$ cat config.mk
export PLATFORM = sky130hd
export DESIGN_NAME = std_pulse_stretcher
export DESIGN_NICKNAME = d
export VERILOG_FILES = /design/src/rtl/std_pulse_stretcher_pkg.sv /design/src/rtl/std_pulse_stretcher_channel.sv /design/src/rtl/std_pulse_stretcher.sv
export SDC_FILE = /design/constraint.sdc
export NUM_CORES = 1
export LEC_CHECK = 0
export ABC_CLOCK_PERIOD_IN_PS = 5550
export BUFFER_PORTS_ARGS = -buffer_cell sky130_fd_sc_hd__buf_2
export CAP_MARGIN = 40
export CORE_MARGIN = 2
export CORE_UTILIZATION = 30
export DETAILED_ROUTE_END_ITERATION = 7
export GPL_ROUTABILITY_DRIVEN = 0
export PLACE_DENSITY = 0.49
export SETUP_SLACK_MARGIN = 0.2
export SKIP_CTS_REPAIR_TIMING = 1
export SYNTH_ARGS = -nofsm -noshare
export SYNTH_HDL_FRONTEND = slang
export SYNTH_HIERARCHICAL = 1
export SYNTH_SLANG_ARGS = --single-unit
export TNS_END_PERCENT = 20
$ cat constraint.sdc
create_clock -name i_clk -period 5.55 [get_ports i_clk]
set_input_delay 1.11 -clock i_clk [delete_from_list [all_inputs] [get_ports i_clk]]
set_output_delay 1.11 -clock i_clk [all_outputs]
set_load 0.01 [all_outputs]
$ cat src/rtl/std_pulse_stretcher_pkg.sv
// Shared types and helpers for the pulse stretcher.
package std_pulse_stretcher_pkg;

  // Per-channel phase: idle, driving the level, or enforcing the guard time.
  typedef enum logic [1:0] {
    ST_IDLE = 2'd0,
    ST_HIGH = 2'd1,
    ST_GAP  = 2'd2
  } state_e;

  // Widest counter this helper handles; callers cast to their own width.
  localparam int CNT_MAX_W = 32;

  // A programmed high time of 0 still produces a one-cycle pulse.
  function automatic logic [CNT_MAX_W-1:0] clamp_min1(input logic [CNT_MAX_W-1:0] v);
    return (v == '0) ? {{(CNT_MAX_W-1){1'b0}}, 1'b1} : v;
  endfunction

endpackage

$ cat src/rtl/std_pulse_stretcher_channel.sv
// One pulse-stretcher channel: IDLE/HIGH/GAP FSM, down-counter, registered outputs.
// Build option: STD_PULSE_STRETCHER_RETRIGGER_EN lets a trigger in HIGH
// extend the pulse instead of being dropped.
module std_pulse_stretcher_channel
  import std_pulse_stretcher_pkg::*;
#(
  parameter int COUNTER_WIDTH = 8
) (
  input  logic                     clk_i,
  input  logic                     rst_ni,
  input  logic                     clear_i,
  input  logic                     trigger_i,
  input  logic [COUNTER_WIDTH-1:0] high_cycles_i,
  input  logic [COUNTER_WIDTH-1:0] low_cycles_i,
  output logic                     level_o,
  output logic                     busy_o,
  output logic                     done_o,
  output logic                     dropped_o
);

  localparam logic [COUNTER_WIDTH-1:0] ONE = {{(COUNTER_WIDTH-1){1'b0}}, 1'b1};

  state_e                   state_q, state_d;
  logic [COUNTER_WIDTH-1:0] cnt_q, cnt_d;
  logic [COUNTER_WIDTH-1:0] low_q, low_d;
  logic                     level_q, busy_q, done_q, dropped_q;
  logic                     done_d, dropped_d;
  logic [COUNTER_WIDTH-1:0] h_eff, h_load;

  // H is consumed at load time (counter = H'-1), so only L needs a latched copy.
  assign h_eff  = COUNTER_WIDTH'(clamp_min1(CNT_MAX_W'(high_cycles_i)));
  assign h_load = h_eff - ONE;

  // Next-state, counter and output-pulse logic; clear overrides everything.
  always_comb begin
    state_d   = state_q;
    cnt_d     = cnt_q;
    low_d     = low_q;
    done_d    = 1'b0;
    dropped_d = 1'b0;
    if (clear_i) begin
      state_d = ST_IDLE;
      cnt_d   = '0;
    end else begin
      case (state_q)
        ST_IDLE: begin
          if (trigger_i) begin
            state_d = ST_HIGH;
            cnt_d   = h_load;
            low_d   = low_cycles_i;
          end
        end
        ST_HIGH: begin
`ifdef STD_PULSE_STRETCHER_RETRIGGER_EN
          // Retrigger restarts the high time from this cycle; done is deferred.
          if (trigger_i) begin
            cnt_d = h_load;
            low_d = low_cycles_i;
          end else
`else
          dropped_d = trigger_i;
`endif
          if (cnt_q != '0) begin
            cnt_d = cnt_q - ONE;
          end else begin
            done_d = 1'b1;
            if (low_q == '0) begin
              state_d = ST_IDLE;
              cnt_d   = '0;
            end else begin
              state_d = ST_GAP;
              cnt_d   = low_q - ONE;
            end
          end
        end
        ST_GAP: begin
          // Guard time is never shortened or extended by triggers.
          dropped_d = trigger_i;
          if (cnt_q == '0) state_d = ST_IDLE;
          else             cnt_d   = cnt_q - ONE;
        end
        default: begin
          state_d = ST_IDLE;
          cnt_d   = '0;
        end
      endcase
    end
  end

  // State, counter and latched guard time.
  always_ff @(posedge clk_i or negedge rst_ni) begin
    if (!rst_ni) begin
      state_q <= ST_IDLE;
      cnt_q   <= '0;
      low_q   <= '0;
    end else begin
      state_q <= state_d;
      cnt_q   <= cnt_d;
      low_q   <= low_d;
    end
  end

  // Outputs registered from next state so they align with the state register.
  always_ff @(posedge clk_i or negedge rst_ni) begin
    if (!rst_ni) begin
      level_q   <= 1'b0;
      busy_q    <= 1'b0;
      done_q    <= 1'b0;
      dropped_q <= 1'b0;
    end else begin
      level_q   <= (state_d == ST_HIGH);
      busy_q    <= (state_d != ST_IDLE);
      done_q    <= done_d;
      dropped_q <= dropped_d;
    end
  end

  assign level_o   = level_q;
  assign busy_o    = busy_q;
  assign done_o    = done_q;
  assign dropped_o = dropped_q;

endmodule

$ cat src/rtl/std_pulse_stretcher.sv
// Multi-channel pulse stretcher: WIDTH independent channels sharing H/L config
// and clear. Build option: STD_PULSE_STRETCHER_RETRIGGER_EN (see channel).
module std_pulse_stretcher
  import std_pulse_stretcher_pkg::*;
#(
  parameter int WIDTH         = 1,
  parameter int COUNTER_WIDTH = 8
) (
  input  logic                     i_clk,
  input  logic                     i_rst,
  input  logic                     i_clear,
  input  logic [WIDTH-1:0]         i_trigger,
  input  logic [COUNTER_WIDTH-1:0] i_high_cycles,
  input  logic [COUNTER_WIDTH-1:0] i_low_cycles,
  output logic [WIDTH-1:0]         o_level,
  output logic [WIDTH-1:0]         o_busy,
  output logic [WIDTH-1:0]         o_done,
  output logic [WIDTH-1:0]         o_dropped
);

  for (genvar g = 0; g < WIDTH; g++) begin : g_ch
    std_pulse_stretcher_channel #(
      .COUNTER_WIDTH(COUNTER_WIDTH)
    ) u_ch (
      .clk_i        (i_clk),
      .rst_ni       (i_rst),
      .clear_i      (i_clear),
      .trigger_i    (i_trigger[g]),
      .high_cycles_i(i_high_cycles),
      .low_cycles_i (i_low_cycles),
      .level_o      (o_level[g]),
      .busy_o       (o_busy[g]),
      .done_o       (o_done[g]),
      .dropped_o    (o_dropped[g])
    );
  end

endmodule

==> results.sh, run 1 <==
export IMPL_status="finished, final reports clean"
export IMPL_syn2layout_area_growth_pct=14.6
export IMPL_cts_htree_levels=1
export IMPL_core_um2=5010
export IMPL_switchingPower_w=0.000273
export IMPL_clk_pin_slew_worst_paths_ns=0.08
export IMPL_synth_async_reset_ratio=1.00
export IMPL_cts_made_buffers=3
export IMPL_portBuffers=23
export IMPL_grt_overflow_total=0
export IMPL_synth_edf_count=0
export IMPL_path_max_fanout=5
export IMPL_critPathKind="in -> reg"
export IMPL_cts_sinks=22
export IMPL_clockPowerShare=0.151
export IMPL_ys_ff_latch=22
export IMPL_required_ns=5.69
export IMPL_clock_path_buffers=2
export IMPL_p_leak_nw=0.778
export IMPL_die_h_um=75.6
export IMPL_ant_nets=0
export IMPL_cpPeakStageDelay_ns=0.40
export IMPL_wl_met3_um=140
export IMPL_hold_class="reg -> reg"
export IMPL_cap_violations=0
export IMPL_seqPwrFrac=0.395
export IMPL_combinationalPowerShare=0.455
export IMPL_vias_per_cell=5.13
export IMPL_dp_hpwl_um=2810
export IMPL_ys_flop_type="dfrtp_1"
export IMPL_switching_share=0.412
export IMPL_hold_viol=0
export IMPL_die_x_um=75.6
export IMPL_drc=0
export IMPL_dr_wl_met2_um=1770
export IMPL_synth_top_area_frac=0.358
export IMPL_synth_cell_types=48
export IMPL_worst_pin_slew_ns=0.577
export IMPL_crit_chain="buf_2 > nor3_1 > a31oi_1 > ha_1 > nor3b_1 > xor2_1 > a22oi_1 > o221ai_1"
export IMPL_cts_tree="yes"
export IMPL_synth_area_leaders="dfrtp_1 (36%), ha_1 (7.3%), mux2_2 (6.6%)"
export IMPL_utilization=0.352
export IMPL_synth_warnings=6
export IMPL_grt_first_pass_wirelength_um=5890
export IMPL_clock_latency_ns=0.26
export IMPL_std_cell_rows=26
export IMPL_boundaryPins=24
export IMPL_power_density_nw_per_um2=377
export IMPL_final_nets=214
export IMPL_setup_tns_ns=0
export IMPL_dieArea_um2=5710
export IMPL_grt_usage=0.135
export IMPL_yosys_area_top_type="dfrtp_1"
export IMPL_met1_length_um=1640
export IMPL_wl_per_cell_um=14.1
export IMPL_root_buffer="clkbuf_8"
export IMPL_fin_crit_ns=2.62
export IMPL_syn_num_nets=189
export IMPL_num_fill_cells=546
export IMPL_grt_antenna_before_repair=0
export IMPL_rrSetupSlack_ns=3.43
export IMPL_fin_skew_ns=0.00511
export IMPL_rsz0062_at_grt="false"
export IMPL_syn_instance_count=160
export IMPL_critPathSlowestCell="nor3_1"
export IMPL_syn_area_um2=1540
export IMPL_setup_violations_final=0
export IMPL_arrival_ns=2.76
export IMPL_first_global_vias=1224
export IMPL_startpoint_type="input pin"
export IMPL_p_int_w=0.000390
export IMPL_dr_pass1_iters=4
export IMPL_drv_slew=0
export IMPL_syn_avg_cell_area_um2=9.61
export IMPL_vias=1298
export IMPL_start_util=0.307
export IMPL_drt_initial_drc_count=88
export IMPL_grt_max_degree=23
export IMPL_ir_drop_mv=0.135
export IMPL_maxSlewHeadroom=0.610
export IMPL_drt_wl_total_um=3570
export IMPL_drive_gt1_frac=0.235
export IMPL_insertedDiodeCount=0
export IMPL_crit_path_end_kind="flip-flop"
export IMPL_period_share=0.473
export IMPL_dr_max_layer_used="met4"
export IMPL_max_freq_ghz=0.381
export IMPL_synth_seq_area_share=0.358
## power groups by stage
stage | registers [W] | logic (W) | clock network, W
floorplan | 0.000256 | 0.000231 | 0
global placement | 0.000263 | 0.000302 | 0
detailed placement | 0.000265 | 0.000300 | 0
CTS | 0.000261 | 0.000302 | 0.000105
global route | 0.000270 | 0.000339 | 0.000111
finish | 0.000262 | 0.000302 | 0.000100
## cell usage in the layout (no fill, tap or decap), types with 2 or more instances in the layout
| cell type | synthesis | layout |
|---|---|---|
| a21oi_1 | 4 | 4 |
| nor3b_1 | 2 | 2 |
| o221ai_1 | 4 | 4 |
| o21ai_1 | 2 | 2 |
| a32oi_1 | 3 | 3 |
| clkbuf_8 | 0 | 3 |
| a31oi_1 | 3 | 3 |
| o21ai_0 | 2 | 2 |
| xnor2_1 | 5 | 5 |
| nand2_1 | 18 | 18 |
| nor3_1 | 6 | 6 |
| nor2_1 | 18 | 18 |
| buf_2 | 1 | 23 |
| xor2_1 | 5 | 5 |
| a222oi_1 | 2 | 2 |
| mux2_2 | 9 | 9 |
| dfrtp_1 | 22 | 22 |
| o22ai_1 | 2 | 2 |
| ha_1 | 9 | 9 |
| a311o_1 | 2 | 2 |
| nand3b_1 | 2 | 2 |
| inv_1 | 11 | 11 |
| nor4_4 | 2 | 2 |
## cell families (layout without fill, tap and decap cells)
logic type / Yosys count / after routing / share of synthesized area
AND/OR/NAND/NOR: 59 / 59 / 0.216
buffers and inverters: 14 / 37 / 0.0399
adder cells (fa/ha/maj): 9 / 9 / 0.0732
flip-flops: 22 / 22 / 0.358
multiplexers: 9 / 9 / 0.0659
XOR/XNOR: 10 / 10 / 0.0570
AO/OA/AOI/OAI: 37 / 37 / 0.190
## critical path, delay by kind of cell
kind | cells | cell delay (ns)
compound gates | 3 | 0.56
xor+xnor | 1 | 0.14
fa+ha+maj | 1 | 0.27
buf+inv | 1 | 0.13
simple gates | 2 | 0.56
## registers in the layout, summed over array words and instances (netlist names)
| name | cells |
|---|---|
| g_ch.u_ch/done_o | 1 |
| g_ch.u_ch/level_o | 1 |
| g_ch.u_ch/busy_o | 1 |
| g_ch.u_ch/low_q | 8 |
| g_ch.u_ch/dropped_o | 1 |
| g_ch.u_ch/cnt_q | 8 |
| g_ch.u_ch/state_q | 2 |
## cells in the mapped netlist (3+ instances only)
| library cell | count |
|---|---|
| xnor2_1 | 5 |
| inv_1 | 11 |
| ha_1 | 9 |
| nor3_1 | 6 |
| mux2_2 | 9 |
| a32oi_1 | 3 |
| nand2_1 | 18 |
| a31oi_1 | 3 |
| dfrtp_1 | 22 |
| o221ai_1 | 4 |
| nor2_1 | 18 |
| a21oi_1 | 4 |
| xor2_1 | 5 |
## worst paths after layout
path,depth (start not counted),start,end
min in group asynchronous,1,i_rst,g_ch[0].u_ch/cnt_q[7]
max reg2reg,7,g_ch[0].u_ch/cnt_q[0],g_ch[0].u_ch/cnt_q[5]
max,8,i_high_cycles[3],g_ch[0].u_ch/cnt_q[4]
min,1,g_ch[0].u_ch/low_q[1],g_ch[0].u_ch/low_q[1]
min reg2reg,1,g_ch[0].u_ch/low_q[1],g_ch[0].u_ch/low_q[1]
max in group asynchronous,1,i_rst,g_ch[0].u_ch/cnt_q[6]
## layout make-up
class,count,area [um2],area share
Multi-Input combinational cell,124,926,0.526
Inverter,11,41.3,0.0234
Clock buffer,3,41.3,0.0234
Tap cell,70,87.6,0.0497
Sequential cell,22,551,0.312
Timing Repair Buffer,23,115,0.0653
## metal layers
layer,vias to the layer above,global-route usage
li1,642,-
met1,621,0.183
met5,-,0
met3,2,0.0159
met4,0,0.0351
met2,33,0.228
## per-stage QoR
step                setup WS, ns  power [W]  std cells  cell area, um2  hold slack (ns)
floorplan                   3.05   0.000487        160            1540            0.503
global placement            2.83   0.000565        250            1720            0.521
detailed placement          2.69   0.000565        250            1720            0.528
CTS                         2.97   0.000669        253            1760            0.546
global route                2.88   0.000720        253            1760            0.563
finish                      2.93   0.000664        253            1760            0.538
No activity file was read; power rests on OpenSTA's default activity.
==> run 2, diff against run 1 <==
ABC_CLOCK_PERIOD_IN_PS = 2800   (was 5550)
clock period = 2.8 ns   (was 5.55 ns; I/O delays follow)
==> run 2 against run 1 <==
Compared with the run above:
- worst hold slack got worse by 0.29 ns
- clock power increased by 130%
- cell count grew 0.40%
- via count increased by 1.5%
- critical path depth is 1 lower
- critical path type is now reg -> reg
- largest cell class unchanged
- highest routed layer unchanged
==> results.sh, run 2 (synthesis results as in run 1) <==
export IMPL_crit_path_end_kind="flip-flop"
export IMPL_fin_crit_ns=2.16
export IMPL_ir_drop_mv=0.310
export IMPL_portBuffers=23
export IMPL_drive_gt1_frac=0.239
export IMPL_dp_hpwl_um=2820
export IMPL_status="finished, final reports clean"
export IMPL_startpoint_type="flip-flop"
export IMPL_drc=0
export IMPL_insertedDiodeCount=0
export IMPL_dr_pass1_iters=4
export IMPL_cts_sinks=22
export IMPL_utilization=0.354
export IMPL_period_share=0.773
export IMPL_rsz0062_at_grt="false"
export IMPL_syn2layout_area_growth_pct=15.5
export IMPL_worst_pin_slew_ns=0.595
export IMPL_first_global_vias=1251
export IMPL_drt_initial_drc_count=113
export IMPL_ant_nets=0
export IMPL_hold_class="in -> async"
export IMPL_arrival_ns=2.34
export IMPL_p_leak_nw=0.785
export IMPL_setup_violations_final=0
export IMPL_drt_wl_total_um=3560
export IMPL_cts_tree="yes"
export IMPL_std_cell_rows=26
export IMPL_cts_htree_levels=1
export IMPL_cts_made_buffers=3
export IMPL_grt_first_pass_wirelength_um=5800
export IMPL_wl_per_cell_um=14.0
export IMPL_die_h_um=75.6
export IMPL_die_x_um=75.6
export IMPL_clock_path_buffers=2
export IMPL_drv_slew=0
export IMPL_fin_skew_ns=0.00446
export IMPL_setup_tns_ns=0
export IMPL_layout_common_cells="buf_2 (23), dfrtp_1 (22), nor2_1 (18), nand2_1 (18), inv_1 (11)"
export IMPL_final_common_cell="buf_2"
export IMPL_final_nets=214
export IMPL_grt_overflow_total=0
export IMPL_vias_per_cell=5.19
export IMPL_root_buffer="clkbuf_8"
export IMPL_power_density_nw_per_um2=760
export IMPL_hold_viol=0
export IMPL_grt_max_degree=23
export IMPL_max_freq_ghz=0.462
export IMPL_path_max_fanout=7
export IMPL_boundaryPins=24
export IMPL_clock_latency_ns=0.26
export IMPL_r2r_cells=7
export IMPL_core_um2=5010
export IMPL_grt_antenna_before_repair=0
export IMPL_clk_pin_slew_worst_paths_ns=0.09
export IMPL_required_ns=2.98
export IMPL_maxSlewHeadroom=0.598
export IMPL_largest_registers="g_ch.u_ch/cnt_q (8), g_ch.u_ch/low_q (8), g_ch.u_ch/state_q (2)"
export IMPL_start_util=0.307
export IMPL_vias=1318
export IMPL_critPathKind="reg -> reg"
export IMPL_cap_violations=0
export IMPL_grt_usage=0.134
export IMPL_dieArea_um2=5710
## run 2: cell count changes in the layout (fill, tap and decap cells not counted), sizes merged
cell,before,now
clkbuf,3,4
## run 2: through the flow
stage,hold slack (ns),total power (W),setup WS (ns),instances,cell area (um2)
2_1_floorplan,0.264,0.000965,0.854,160,1540
3_3_place_gp,0.521,0.00112,0.636,250,1720
3_5_place_dp,0.527,0.00112,0.546,250,1720
4_1_cts,0.264,0.00136,0.647,254,1780
5_1_grt,0.280,0.00146,0.473,254,1780
6_report,0.251,0.00135,0.637,254,1780
## run 2: per-layer routing
metal	vias up	share of wire	GRT usage
li1	638	-	-
met3	6	0.026	0.0185
met2	28	0.50	0.223
met1	646	0.45	0.173
met4	0	0.016	0.0585
met5	-	0	0
## run 2: layout make-up
class | count | area [um2]
repair buffers | 23 | 115
fillers | 526 | 3230
flip-flops and latches | 22 | 551
multi-input cells | 124 | 926
well taps | 70 | 87.6
clock buffers | 4 | 55.1
inverters | 11 | 41.3
## run 2: path summary, 6_finish.rpt
check | start | slack [ns] | to
worst max-delay path | g_ch[0].u_ch/cnt_q[0] | 0.64 | g_ch[0].u_ch/cnt_q[4]
worst min-delay path | i_rst | 0.25 | g_ch[0].u_ch/done_o
worst max register to register | g_ch[0].u_ch/cnt_q[0] | 0.64 | g_ch[0].u_ch/cnt_q[4]
worst min register to register | g_ch[0].u_ch/low_q[0] | 0.54 | g_ch[0].u_ch/low_q[0]
max in group asynchronous | i_rst | 2.21 | g_ch[0].u_ch/low_q[6]
min in group i_clk | i_low_cycles[2] | 0.52 | g_ch[0].u_ch/low_q[2]
## run 2: worst max-delay path, cell delays in order, from the launching register on
cell and delay [ns]:
dfrtp_1 0.43, inv_1 0.15, ha_1 0.22, nor3b_1 0.37
and2_4 0.24, and3_1 0.34, a22oi_1 0.12, o221ai_1 0.20
## run 2: power by group
part,internal (W),switching (W)
Sequential,0.000403,0.000114
Clock,0.000125,0.000108
Combinational,0.000274,0.000324
==> run 3, diff against run 2 <==
ABC_CLOCK_PERIOD_IN_PS = 1930   (was 2800)
PLACE_DENSITY = 0.5   (was 0.49)
clock period = 1.93 ns   (was 2.8 ns; I/O delays follow)
==> run 3 against run 2 <==
Compared with the run above:
- cell count increased by 9.8%
- clock power grew 24%
- worst setup slack got worse by 0.58 ns
- register-to-register slack worse by 0.58 ns
- sequential cell count stayed put
- critical path type unchanged
- largest power group unchanged
==> results.sh, run 3 (synthesis results as in run 1) <==
export IMPL_std_cell_rows=26
export IMPL_core_um2=5010
export IMPL_die_x_um=75.6
export IMPL_clock_latency_ns=0.26
export IMPL_path_max_fanout=4
export IMPL_insertedDiodeCount=0
export IMPL_portBuffers=23
export IMPL_clock_path_buffers=2
export IMPL_fin_ws_ns=0.0593
export IMPL_setup_violations_final=0
export IMPL_layout_common_cells="buf_4 (25), buf_2 (23), dfrtp_1 (19)"
export IMPL_cpPeakStageDelay_ns=0.49
export IMPL_root_buffer="clkbuf_8"
export IMPL_dr_pass1_iters=4
export IMPL_r2r_start="g_ch[0].u_ch/cnt_q[1]"
export IMPL_startpoint_type="flip-flop"
export IMPL_vias=1449
export IMPL_dr_wl_met2_um=2080
export IMPL_drv_slew=0
export IMPL_ant_nets=0
export IMPL_vias_per_cell=5.19
export IMPL_dp_slack_ns=-0.0366
export IMPL_largest_registers="g_ch.u_ch/cnt_q (8), g_ch.u_ch/low_q (8), g_ch.u_ch/state_q (2)"
export IMPL_maxSlewHeadroom=0.640
export IMPL_boundaryPins=24
export IMPL_total_power_w=0.00235
export IMPL_syn2layout_area_growth_pct=36.9
export IMPL_p_leak_nw=0.918
export IMPL_setup_tns_ns=0
export IMPL_hold_viol=0
export IMPL_cts_made_buffers=3
export IMPL_crit_chain="inv_2 > ha_4 > or4bb_1 > a311o_1 > nor2_2 > a21oi_2 > o221ai_2"
export IMPL_required_ns=2.12
export IMPL_dr_max_layer_used="met4"
export IMPL_drc=0
export IMPL_wl_met3_um=178
export IMPL_met1_length_um=1780
export IMPL_arrival_ns=2.06
export IMPL_start_util=0.307
export IMPL_rrSetupSlack_ns=0.06
export IMPL_final_common_cell="buf_4"
export IMPL_dp_hpwl_um=3000
export IMPL_crit_path_end_kind="flip-flop"
export IMPL_first_global_vias=1343
export IMPL_dieArea_um2=5710
export IMPL_rsz0062_at_grt="true"
export IMPL_instances_no_fill=279
export IMPL_grt_first_pass_wirelength_um=6410
export IMPL_final_nets=240
export IMPL_r2r_cells=7
export IMPL_grt_antenna_before_repair=0
export IMPL_worst_pin_slew_ns=0.539
export IMPL_critPathSlowestCell="or4bb_1"
export IMPL_cap_violations=0
export IMPL_placedCellCount=267
export IMPL_timing_rr_end="g_ch[0].u_ch/cnt_q[1]"
export IMPL_hold_slack_ns=0.0980
export IMPL_ir_drop_mv=0.459
export IMPL_drive_gt1_frac=0.478
export IMPL_power_density_nw_per_um2=1120
export IMPL_max_freq_ghz=0.535
export IMPL_critPathKind="reg -> reg"
export IMPL_drt_wl_total_um=4110
export IMPL_grt_overflow_total=0
export IMPL_status="finished, final reports clean"
export IMPL_clk_pin_slew_worst_paths_ns=0.08
export IMPL_fin_crit_ns=1.87
export IMPL_period_share=0.969
export IMPL_fin_skew_ns=0.00261
export IMPL_die_h_um=75.6
export IMPL_cts_htree_levels=1
export IMPL_cts_tree="yes"
export IMPL_hold_class="in -> async"
export IMPL_drt_initial_drc_count=97
export IMPL_grt_max_degree=23
export IMPL_grt_usage=0.147
export IMPL_wl_per_cell_um=14.7
export IMPL_cts_sinks=22
## run 3: cell count changes in the layout (fill, tap and decap cells not counted), sizes merged
cell / before / now
clkbuf: 4 / 3
buf: 23 / 49
## run 3: report_power, final
part	switching [W]	internal, W
logic	0.000646	0.000660
registers	0.000165	0.000589
clock network	0.000150	0.000139
total	0.000960	0.00139
## run 3: worst max path at each step
stage	startpoint	slack, ns	to	cells after the start
2_1_floorplan	g_ch[0].u_ch/state_q[0]	0.17	g_ch[0].u_ch/cnt_q[5]	7
3_3_place_gp	i_high_cycles[2]	0.008	g_ch[0].u_ch/cnt_q[4]	8
3_5_place_dp	i_high_cycles[2]	-0.04	g_ch[0].u_ch/cnt_q[4]	8
4_1_cts	g_ch[0].u_ch/cnt_q[0]	0.01	g_ch[0].u_ch/cnt_q[4]	7
5_1_grt	g_ch[0].u_ch/cnt_q[1]	-0.06	g_ch[0].u_ch/cnt_q[1]	7
6_report	g_ch[0].u_ch/cnt_q[1]	0.06	g_ch[0].u_ch/cnt_q[1]	7
## run 3: worst max-delay path, delay by kind of cell, from the launching register on
kind | cells | cell delay [ns]
AOI/OAI and AO/OA | 3 | 0.53
adders and majority gates | 1 | 0.15
buffers and inverters | 1 | 0.09
DFF | 1 | 0.40
and+or+nand+nor | 2 | 0.62
## run 3: layout make-up
type	instances	area [um2]
timing repair buffer	49	314
fill	509	2910
clock buffer	3	41.3
sequential	22	554
multi-input combinational	124	1070
inverter	11	41.3
tap	70	87.6
## run 3: stage by stage
step            util  cell area [um2]
2_1_floorplan      -             1560
3_3_place_gp   0.372             1870
3_5_place_dp   0.372             1870
4_1_cts        0.381             1910
5_1_grt        0.420             2100
6_report       0.420             2100
## run 3: per-layer routing
layer / global-route usage / vias to the layer above
met4: 0.0351 / 0
li1: - / 692
met3: 0.0198 / 14
met2: 0.255 / 39
met1: 0.195 / 704
met5: 0 / -
